$ cat src/rtl/define.vh
// Frame geometry and framebuffer sizing shared by the VGA framebuffer blocks.
`ifndef FB_DEFINE_VH
`define FB_DEFINE_VH

`define FRAME_WIDTH   640
`define FRAME_HEIGHT  480
`define RESIZE_RATE   2
`define FB_PIX_WIDTH  9
`define FB_ADDR_WIDTH 18
`define FB_WORDS      ((`FRAME_WIDTH*`FRAME_HEIGHT)/(`RESIZE_RATE*`RESIZE_RATE*2))

`endif

$ cat src/rtl/fb_writer_pkg.sv
// Shared types and pixel-format constants for the framebuffer write front end.
`include "define.vh"

package fb_writer_pkg;

    localparam int FB_PIX_W  = `FB_PIX_WIDTH;
    localparam int CH_W      = FB_PIX_W / 3;
    localparam int RGB565_W  = 16;

    typedef enum logic [1:0] {
        ST_IDLE = 2'd0,
        ST_FILL = 2'd1,
        ST_DONE = 2'd2
    } fb_state_t;

endpackage

$ cat src/rtl/color_converter.sv
// RGB565 to framebuffer pixel: keeps the top CH_W bits of each channel (truncation).
`include "define.vh"

module color_converter
    import fb_writer_pkg::*;
(
    input  logic [RGB565_W-1:0] i_rgb565,
    output logic [FB_PIX_W-1:0] o_pix
);

    logic [4:0] red;
    logic [5:0] green;
    logic [4:0] blue;
    logic       unused_low_bits;

    assign {red, green, blue} = i_rgb565;
    assign o_pix = {red[4 -: CH_W], green[5 -: CH_W], blue[4 -: CH_W]};

    // Low-order channel bits are dropped on purpose.
    assign unused_low_bits = ^{red, green, blue};

endmodule

$ cat src/rtl/fb_writer.sv
// Framebuffer write front end: registered CPU pixel-pair stores plus a whole-frame fill engine.
`include "define.vh"

module fb_writer
    import fb_writer_pkg::*;
#(
    parameter int ADDR_WIDTH = `FB_ADDR_WIDTH,
    parameter int FB_WORDS   = `FB_WORDS
) (
    input  logic                    i_clk,
    input  logic                    i_rst,
    input  logic                    i_bus_we,
    input  logic [ADDR_WIDTH-1:0]   i_bus_addr,
    input  logic [31:0]             i_bus_wdata,
    output logic                    o_bus_ready,
    input  logic                    i_fill_start,
    input  logic [15:0]             i_fill_color,
    output logic                    o_busy,
    output logic                    o_done,
    output logic                    o_oob,
    output logic                    o_fb_we,
    output logic [ADDR_WIDTH-1:0]   o_fb_waddr,
    output logic [2*FB_PIX_W-1:0]   o_fb_wdata
);

    localparam int CNT_W = (FB_WORDS > 1) ? $clog2(FB_WORDS) : 1;
    localparam int IDX_W = ADDR_WIDTH - 2;
    localparam logic [CNT_W-1:0] LAST_WORD = CNT_W'(FB_WORDS - 1);

    fb_state_t              state_reg, state_next;
    logic [CNT_W-1:0]       count_reg, count_next;
    logic [FB_PIX_W-1:0]    fill_pix_reg, fill_pix_next;

    logic                   fb_we_reg, fb_we_next;
    logic [ADDR_WIDTH-1:0]  fb_waddr_reg, fb_waddr_next;
    logic [2*FB_PIX_W-1:0]  fb_wdata_reg, fb_wdata_next;
    logic                   done_reg, done_next;
    logic                   oob_reg, oob_next;

    logic [FB_PIX_W-1:0]    store_pix [2];
    logic [FB_PIX_W-1:0]    fill_pix_conv;
    logic [IDX_W-1:0]       store_idx;
    logic                   store_in_range;
    logic                   unused_addr_bits;

    genvar gi;
    generate
        for (gi = 0; gi < 2; gi++) begin : g_store_conv
            color_converter u_conv (
                .i_rgb565 (i_bus_wdata[gi*16 +: 16]),
                .o_pix    (store_pix[gi])
            );
        end
    endgenerate

    color_converter u_fill_conv (
        .i_rgb565 (i_fill_color),
        .o_pix    (fill_pix_conv)
    );

    assign store_idx        = i_bus_addr[ADDR_WIDTH-1:2];
    assign store_in_range   = (32'(store_idx) < 32'(FB_WORDS));
    assign unused_addr_bits = ^i_bus_addr[1:0];

    always_ff @(posedge i_clk) begin
        if (i_rst) begin
            state_reg    <= ST_IDLE;
            count_reg    <= '0;
            fill_pix_reg <= '0;
        end else begin
            state_reg    <= state_next;
            count_reg    <= count_next;
            fill_pix_reg <= fill_pix_next;
        end
    end

    always_comb begin
        state_next    = state_reg;
        count_next    = count_reg;
        fill_pix_next = fill_pix_reg;
        case (state_reg)
            ST_IDLE: begin
                if (i_fill_start) begin
                    state_next    = ST_FILL;
                    count_next    = '0;
                    fill_pix_next = fill_pix_conv;
                end
            end
            ST_FILL: begin
                // Hold at the last word so the counter never leaves the frame.
                if (count_reg == LAST_WORD) begin
                    state_next = ST_DONE;
                end else begin
                    count_next = count_reg + 1'b1;
                end
            end
            ST_DONE: state_next = ST_IDLE;
            default: state_next = ST_IDLE;
        endcase
    end

    always_comb begin
        o_bus_ready   = (state_reg == ST_IDLE);
        o_busy        = (state_reg != ST_IDLE);
        fb_we_next    = 1'b0;
        fb_waddr_next = fb_waddr_reg;
        fb_wdata_next = fb_wdata_reg;
        done_next     = 1'b0;
        oob_next      = oob_reg;
        case (state_reg)
            ST_IDLE: begin
                if (i_bus_we) begin
                    if (store_in_range) begin
                        fb_we_next    = 1'b1;
                        fb_waddr_next = {store_idx, 2'b00};
                        fb_wdata_next = {store_pix[1], store_pix[0]};
                    end else begin
                        oob_next = 1'b1;
                    end
                end
            end
            ST_FILL: begin
                fb_we_next    = 1'b1;
                fb_waddr_next = ADDR_WIDTH'({count_reg, 2'b00});
                fb_wdata_next = {fill_pix_reg, fill_pix_reg};
                done_next     = (count_reg == LAST_WORD);
            end
            default: ;
        endcase
    end

    always_ff @(posedge i_clk) begin
        if (i_rst) begin
            fb_we_reg    <= 1'b0;
            fb_waddr_reg <= '0;
            fb_wdata_reg <= '0;
            done_reg     <= 1'b0;
            oob_reg      <= 1'b0;
        end else begin
            fb_we_reg    <= fb_we_next;
            fb_waddr_reg <= fb_waddr_next;
            fb_wdata_reg <= fb_wdata_next;
            done_reg     <= done_next;
            oob_reg      <= oob_next;
        end
    end

    assign o_fb_we    = fb_we_reg;
    assign o_fb_waddr = fb_waddr_reg;
    assign o_fb_wdata = fb_wdata_reg;
    assign o_done     = done_reg;
    assign o_oob      = oob_reg;

endmodule

$ cat config.mk
export PLATFORM = sky130hd
export DESIGN_NAME = fb_writer
export DESIGN_NICKNAME = d
export VERILOG_FILES = /design/src/rtl/fb_writer_pkg.sv /design/src/rtl/color_converter.sv /design/src/rtl/fb_writer.sv
export VERILOG_INCLUDE_DIRS = /design/src /design/src/rtl
export SDC_FILE = /design/constraint.sdc
export NUM_CORES = 1
export LEC_CHECK = 0
export ABC_CLOCK_PERIOD_IN_PS = 2000
export CAP_MARGIN = 20
export CORE_UTILIZATION = 40
export CTS_CLUSTER_DIAMETER = 80
export DETAILED_ROUTE_END_ITERATION = 8
export PLACE_DENSITY = 0.76
export SLEW_MARGIN = 20
export SYNTH_ARGS = -nofsm -noshare
export SYNTH_HDL_FRONTEND = slang
export SYNTH_HIERARCHICAL = 1
export SYNTH_SLANG_ARGS = --single-unit
$ cat constraint.sdc
create_clock -name i_clk -period 2 [get_ports i_clk]
set_input_delay 0.4 -clock i_clk [delete_from_list [all_inputs] [get_ports i_clk]]
set_output_delay 0.4 -clock i_clk [all_outputs]
set_load 0.05 [all_outputs]
==> results of run 1 <==
## worst register-to-register path: cells and delay by family, from the launching register on
kind	cells	cell delay [ns]
flops	1	0.34
xor+xnor	1	0.16
simple gates	4	1.29
## where the power goes
| part | internal [mW] | switching [mW] | total, mW |
|---|---|---|---|
| Combinational | 0.317 | 0.492 | 0.809 |
| Sequential | 1.36 | 0.0457 | 1.40 |
| Clock | 0.495 | 0.458 | 0.953 |
## routing by layer
layer | GRT usage | part of all wire
met1 | 0.258 | 0.44
met2 | 0.336 | 0.48
met3 | 0.0494 | 0.065
met4 | 0.0777 | 0.014
met5 | 0 | 0
## through the flow
stage | setup TNS (ns) | cells | hold slack (ns)
after floorplan | 0 | 368 | 0.436
after global placement | -1.02 | 516 | 0.443
after detailed placement | -1.50 | 516 | 0.447
after CTS | 0 | 529 | 0.459
after global routing | 0 | 529 | 0.485
final | 0 | 529 | 0.460
## layout make-up
class                      instances  area (um^2)  share of cell area
clock inverter                     1         5.00             0.00126
sequential                        64         1280               0.322
multi-input combinational        248         1380               0.346
timing repair buffer             103         1030               0.258
inverter                           2         7.51             0.00189
tap                               99          124              0.0312
clock buffer                      12          155              0.0390
## cell families (layout without fill, tap and decap cells)
group                      count (synthesis)  after routing  share of synthesized area
AOI/OAI and AO/OA                         67             67                      0.144
xor gates and xnor gates                   6              6                     0.0175
adders and majority gates                  1              1                    0.00416
buffers and inverters                     56            118                      0.119
DFF                                       64             64                      0.426
other                                      1              2                    0.00125
and+or+nand+nor                          172            172                      0.287
## placed cells by master (no fill, tap or decap), types with 3 or more instances in the layout
cell type	netlist	layout
or3_2	4	4
o21ai_0	5	5
clkbuf_8	2	11
nand3_1	8	8
o21bai_1	9	9
nand2_1	62	62
buf_12	0	4
a31oi_1	20	19
nor3_1	28	28
clkdlybuf4s50_1	0	81
dfxtp_1	64	64
buf_4	29	18
nand3b_1	3	3
and4_1	3	3
a21oi_1	18	18
nor2_1	28	28
nor4_1	14	14
nand4_1	6	6
xor2_1	4	4
o21ai_2	3	3
## path summary, 6_finish.rpt
path,startpoint,end,slack [ns],depth (start not counted)
min reg2reg,fill_pix_reg[1],fill_pix_reg[1],0.46,2
min,fill_pix_reg[1],fill_pix_reg[1],0.46,2
max,count_reg[11],count_reg[9],0.1,5
max reg2reg,count_reg[11],count_reg[9],0.1,5
==> flow_summary_export.csv, run 1 <==
group,metric,value,unit
status,status,"finished clean",
clocking,htree_levels,3,
placement,hpwl,5590,um
final_layout,largest_register_ff_count,18,
die,die_w,88.7,um
die,die_area,7860,um^2
critical_path,critPathKind,"flip-flop to flip-flop",
synthesis,syn-cell-area,3010,um^2
critical_path,worstPathArrival,2.13,ns
synthesis,synth_top_area_share,0.426,
die,initial_core_util,0.414,
synthesis,ys_seq_elements,64,
clocking,cts.hold.buffers_added,0,
critical_path,cp_max_fo,4,
global_route,antenna_found_initial,0,
clocking,cts_tree,"built",
detailed_routing,drt_iter0_markers,159,
critical_path,cp-end-kind,"flip-flop",
global_route,first_global_vias,2610,
clocking,post_cts_buffers,0,
pwr,vdd_drop_max,343,uV
synthesis,synth_warnings,6,
sta,finalHoldViolCount,0,
pwr,power.total,3.17,mW
sta,finClkSkew,0.00521,ns
final_layout,stdcell_area,3970,um^2
final_layout,num-fill-cells,666,
clocking,clkTransAtPathRegs,0.06,ns
die,core_area,7250,um^2
detailed_routing,drt_wl_total,7680,um
detailed_routing,via_per_inst,5.29,
synthesis,syn_inst,367,
final_layout,fin_nets,499,
critical_path,slowest_delay,0.59,ns
sta,finalCritPeriodShare,0.951,
pwr,p_leak,1.45,nW
placement,portBuffers,85,
die,rows,31,
sta,setup_slack,0.0987,ns
synthesis,synth.cells.most_frequent,"dfxtp_1 (64), nand2_1 (62), buf_4 (29)",
clocking,clockRootBuffer,"clkbuf_8",
detailed_routing,final_antenna_net_count,0,
synthesis,yosysSeqAreaShare,0.426,
clocking,clockBufferDepth,2,
synthesis,synth-edff-count,0,
sta,max_clock_freq,526,MHz
synthesis,synthFlopType,"dfxtp_1",
placement,finalWeightedCongestion,0.867,
placement,placed_area,3810,um^2
critical_path,worstPathRequired,2.23,ns
sta,slew_viol_final,0,
placement,dp_slack,-0.0847,ns
final_layout,postLayoutCoreUtil,0.548,
die,io_pins,111,
hold_path,min_path_type,"flip-flop to flip-flop",
pwr,power_density,797,nW/um^2
synthesis,yosysMostFrequentCell,"dfxtp_1",
clocking,clock-sinks,64,
sta,setup_viol,0,
run,drv_cap,0,
global_route,grt_max_degree,43,
synthesis,synth_cell_type_count,49,
critical_path,crit_chain,"or4b_4 -> or3_2 -> nand2_1 -> xor2_1 -> nor2_1",
critical_path,slowest_stage,"or4b_4",
synthesis,async_reset_ff_frac,0,
global_route,overflow,0,
critical_path,start_kind,"flip-flop",
detailed_routing,wl_per_cell,14.5,um
clocking,cts-resized-gates,0,
detailed_routing,dr.pass1.iters,4,
final_layout,antenna_cells,0,
detailed_routing,drcViolationCount,0,
synthesis,synth_area_per_cell,8.19,um^2
die,die_h,88.7,um
sta,rsz0062_at_grt,"no",
global_route,grt_pass1_wl,12200,um
critical_path,path_delay_family,"simple AND/OR/NAND/NOR gates",
final_layout,syn_to_final_growth,32.2,%
synthesis,synth_area_leaders,"dfxtp_1 (43%), nand2_1 (7.7%), buf_4 (7.2%), nor3_1 (4.7%), a31oi_1 (4.2%)",
clocking,clk_latency,0.34,ns
final_layout,layout-drive-gt1-share,0.116,
critical_path,crit_buf_inv,0,
clocking,cts-buffers-inserted,9,
synthesis,yosysTopAreaCell,"dfxtp_1",
global_route,grt_use_total,0.204,
sta,fin_crit,1.90,ns
detailed_routing,via_count,2800,
sta,worst-slew-pin-transition,0.522,ns
sta,maxSlewHeadroom,0.651,
Power figures use the tool's default switching activity.
==> run 2, diff against run 1 <==
--- a/config.mk
+++ b/config.mk
@@ -7,7 +7,7 @@
 export NUM_CORES = 1
 export LEC_CHECK = 0
 export ABC_CLOCK_PERIOD_IN_PS = 2000
-export CAP_MARGIN = 20
+export CAP_MARGIN = 10
 export CORE_UTILIZATION = 40
 export CTS_CLUSTER_DIAMETER = 80
 export DETAILED_ROUTE_END_ITERATION = 8
==> constraint.sdc (replaced) <==
create_clock -name i_clk -period 2 [get_ports i_clk]
set_input_delay 0.2 -clock i_clk [delete_from_list [all_inputs] [get_ports i_clk]]
set_output_delay 0.2 -clock i_clk [all_outputs]
set_load 0.05 [all_outputs]
==> flow_summary_export.csv, run 2 (synthesized netlist as in run 1, its figures left out) <==
group,metric,value,unit
critical_path,cp_max_fo,4,
sta,fin_crit,1.91,ns
clocking,clockRootBuffer,"clkbuf_8",
critical_path,critPathKind,"flip-flop to flip-flop",
run,drv_cap,0,
critical_path,crit_end,"count_reg[9]",
detailed_routing,final_antenna_net_count,0,
final_layout,num-fill-cells,668,
hold_path,min_path_type,"input pin to flip-flop",
pwr,power_density,863,nW/um^2
status,status,"finished clean",
final_layout,regArea,1280,um^2
critical_path,ff2ff_path_depth,5,
die,die_h,88.7,um
global_route,grt_max_degree,43,
placement,portBuffers,85,
die,die_w,88.7,um
die,die_area,7860,um^2
detailed_routing,via_count,2792,
sta,finalHoldViolCount,0,
critical_path,slowest_delay,0.59,ns
detailed_routing,drt_wl_total,7720,um
placement,finalWeightedCongestion,0.885,
final_layout,fin_nets,495,
die,rows,31,
sta,setup_slack,0.0904,ns
critical_path,start_kind,"flip-flop",
die,initial_core_util,0.414,
sta,max_clock_freq,524,MHz
global_route,grt_use_total,0.203,
global_route,grt_pass1_wl,12000,um
critical_path,cp-end-kind,"flip-flop",
pwr,power.total,3.44,mW
clocking,cts.hold.buffers_added,0,
clocking,clock-sinks,64,
sta,worst-slew-pin-transition,0.563,ns
sta,finClkSkew,0.00801,ns
final_layout,syn_to_final_growth,32.6,%
placement,hpwl,5530,um
detailed_routing,drcViolationCount,0,
detailed_routing,drt_iter0_markers,110,
pwr,vdd_drop_max,306,uV
final_layout,largest_register_ff_count,18,
critical_path,r2r-end,"count_reg[9]",
global_route,first_global_vias,2486,
pwr,p_leak,1.45,nW
final_layout,mostFrequentLayoutCells,"clkdlybuf4s50_1 (83), dfxtp_1 (64), nand2_1 (62)",
critical_path,slowest_stage,"or4b_4",
die,io_pins,111,
sta,finalCritPeriodShare,0.955,
critical_path,r2r_start,"count_reg[11]",
critical_path,crit_chain,"or4b_4 -> or3_2 -> nand2_1 -> xor2_1 -> nor2_1",
global_route,antenna_found_initial,0,
detailed_routing,via_per_inst,5.30,
clocking,clkTransAtPathRegs,0.07,ns
detailed_routing,wl_per_cell,14.7,um
sta,slew_viol_final,0,
clocking,cts-buffers-inserted,9,
final_layout,antenna_cells,0,
final_layout,layout_commonest_cell,"clkdlybuf4s50_1",
hold_path,hold_start,"i_fill_color[2]",
clocking,htree_levels,3,
sta,maxSlewHeadroom,0.625,
detailed_routing,dr.pass1.iters,4,
critical_path,worstPathRequired,2.24,ns
critical_path,crit_start,"count_reg[11]",
sta,tns,0,ns
critical_path,crit_cells,5,
die,core_area,7250,um^2
clocking,cts_tree,"built",
placement,dp_slack,0.112,ns
global_route,overflow,0,
clocking,clk_latency,0.35,ns
final_layout,postLayoutCoreUtil,0.549,
final_layout,layout-drive-gt1-share,0.105,
sta,setup_viol,0,
final_layout,multi_input_area,1380,um^2
sta,rsz0062_at_grt,"no",
critical_path,path_delay_family,"simple AND/OR/NAND/NOR gates",
critical_path,crit_buf_inv,0,
sta,timing.hold.ws,0.402,ns
critical_path,r2r_slack,0.09,ns
critical_path,worstPathArrival,2.14,ns
clocking,clockBufferDepth,2,
## run 2: changes by cell type in the layout (fill, tap and decap cells not counted)
cell,before,now
bufinv_16,0,2
buf_4,18,13
clkdlybuf4s50_1,81,83
buf_12,4,2
dlygate4sd2_1,0,1
## run 2: power breakdown
part / leakage, nW / switching [mW] / internal (mW)
Clock: 0.112 / 0.478 / 0.761
Combinational: 0.813 / 0.492 / 0.302
Sequential: 0.525 / 0.0458 / 1.36
## run 2: worst min path at each step
stage / endpoint / depth (start not counted)
2_1_floorplan: o_fb_waddr[14] / 2
3_3_place_gp: fill_pix_reg[5] / 2
3_5_place_dp: fill_pix_reg[3] / 2
4_1_cts: fill_pix_reg[0] / 3
5_1_grt: o_fb_wdata[3] / 3
6_report: fill_pix_reg[0] / 3
## run 2: what timing repair did
| item | 4_1_cts | 5_1_grt |
|---|---|---|
| setup endpoints to repair | 1 | 0 |
| buffers inserted | 0 | 0 |
| gates resized for setup | 1 | 0 |
## run 2: per-stage QoR
stage	instances	area, um^2
after floorplan	368	3010
after global placement	512	3770
after detailed placement	512	3770
after CTS	527	3990
after global routing	527	3990
final	527	3990
## run 2: final cells by class
cell class	count	area share
clock buffers	12	0.0389
clock inverters	3	0.0163
inverters	2	0.00188
multi-input cells	248	0.345
flip-flops and latches	64	0.322
well taps	99	0.0311
repair buffers	99	0.245
## run 2: routing by layer
metal	up-vias	wire, um	track usage
li1	1377	-	-
met1	1304	3590	0.263
met2	94	3530	0.319
met3	17	430	0.0401
met4	0	174	0.110
met5	-	0	0
## run 2: worst min-delay path: stages
cell,delay (ns)
clkdlybuf4s50_1,0.39
nand2_1,0.06
a21oi_1,0.05
==> run 3, diff against run 2 <==
--- a/config.mk
+++ b/config.mk
@@ -7,7 +7,7 @@
 export NUM_CORES = 1
 export LEC_CHECK = 0
 export ABC_CLOCK_PERIOD_IN_PS = 2000
-export CAP_MARGIN = 10
+export CAP_MARGIN = 40
 export CORE_UTILIZATION = 40
 export CTS_CLUSTER_DIAMETER = 80
 export DETAILED_ROUTE_END_ITERATION = 8
==> results of run 3 <==
No change in the layout: final DEF, timing and power equal those of run 2.
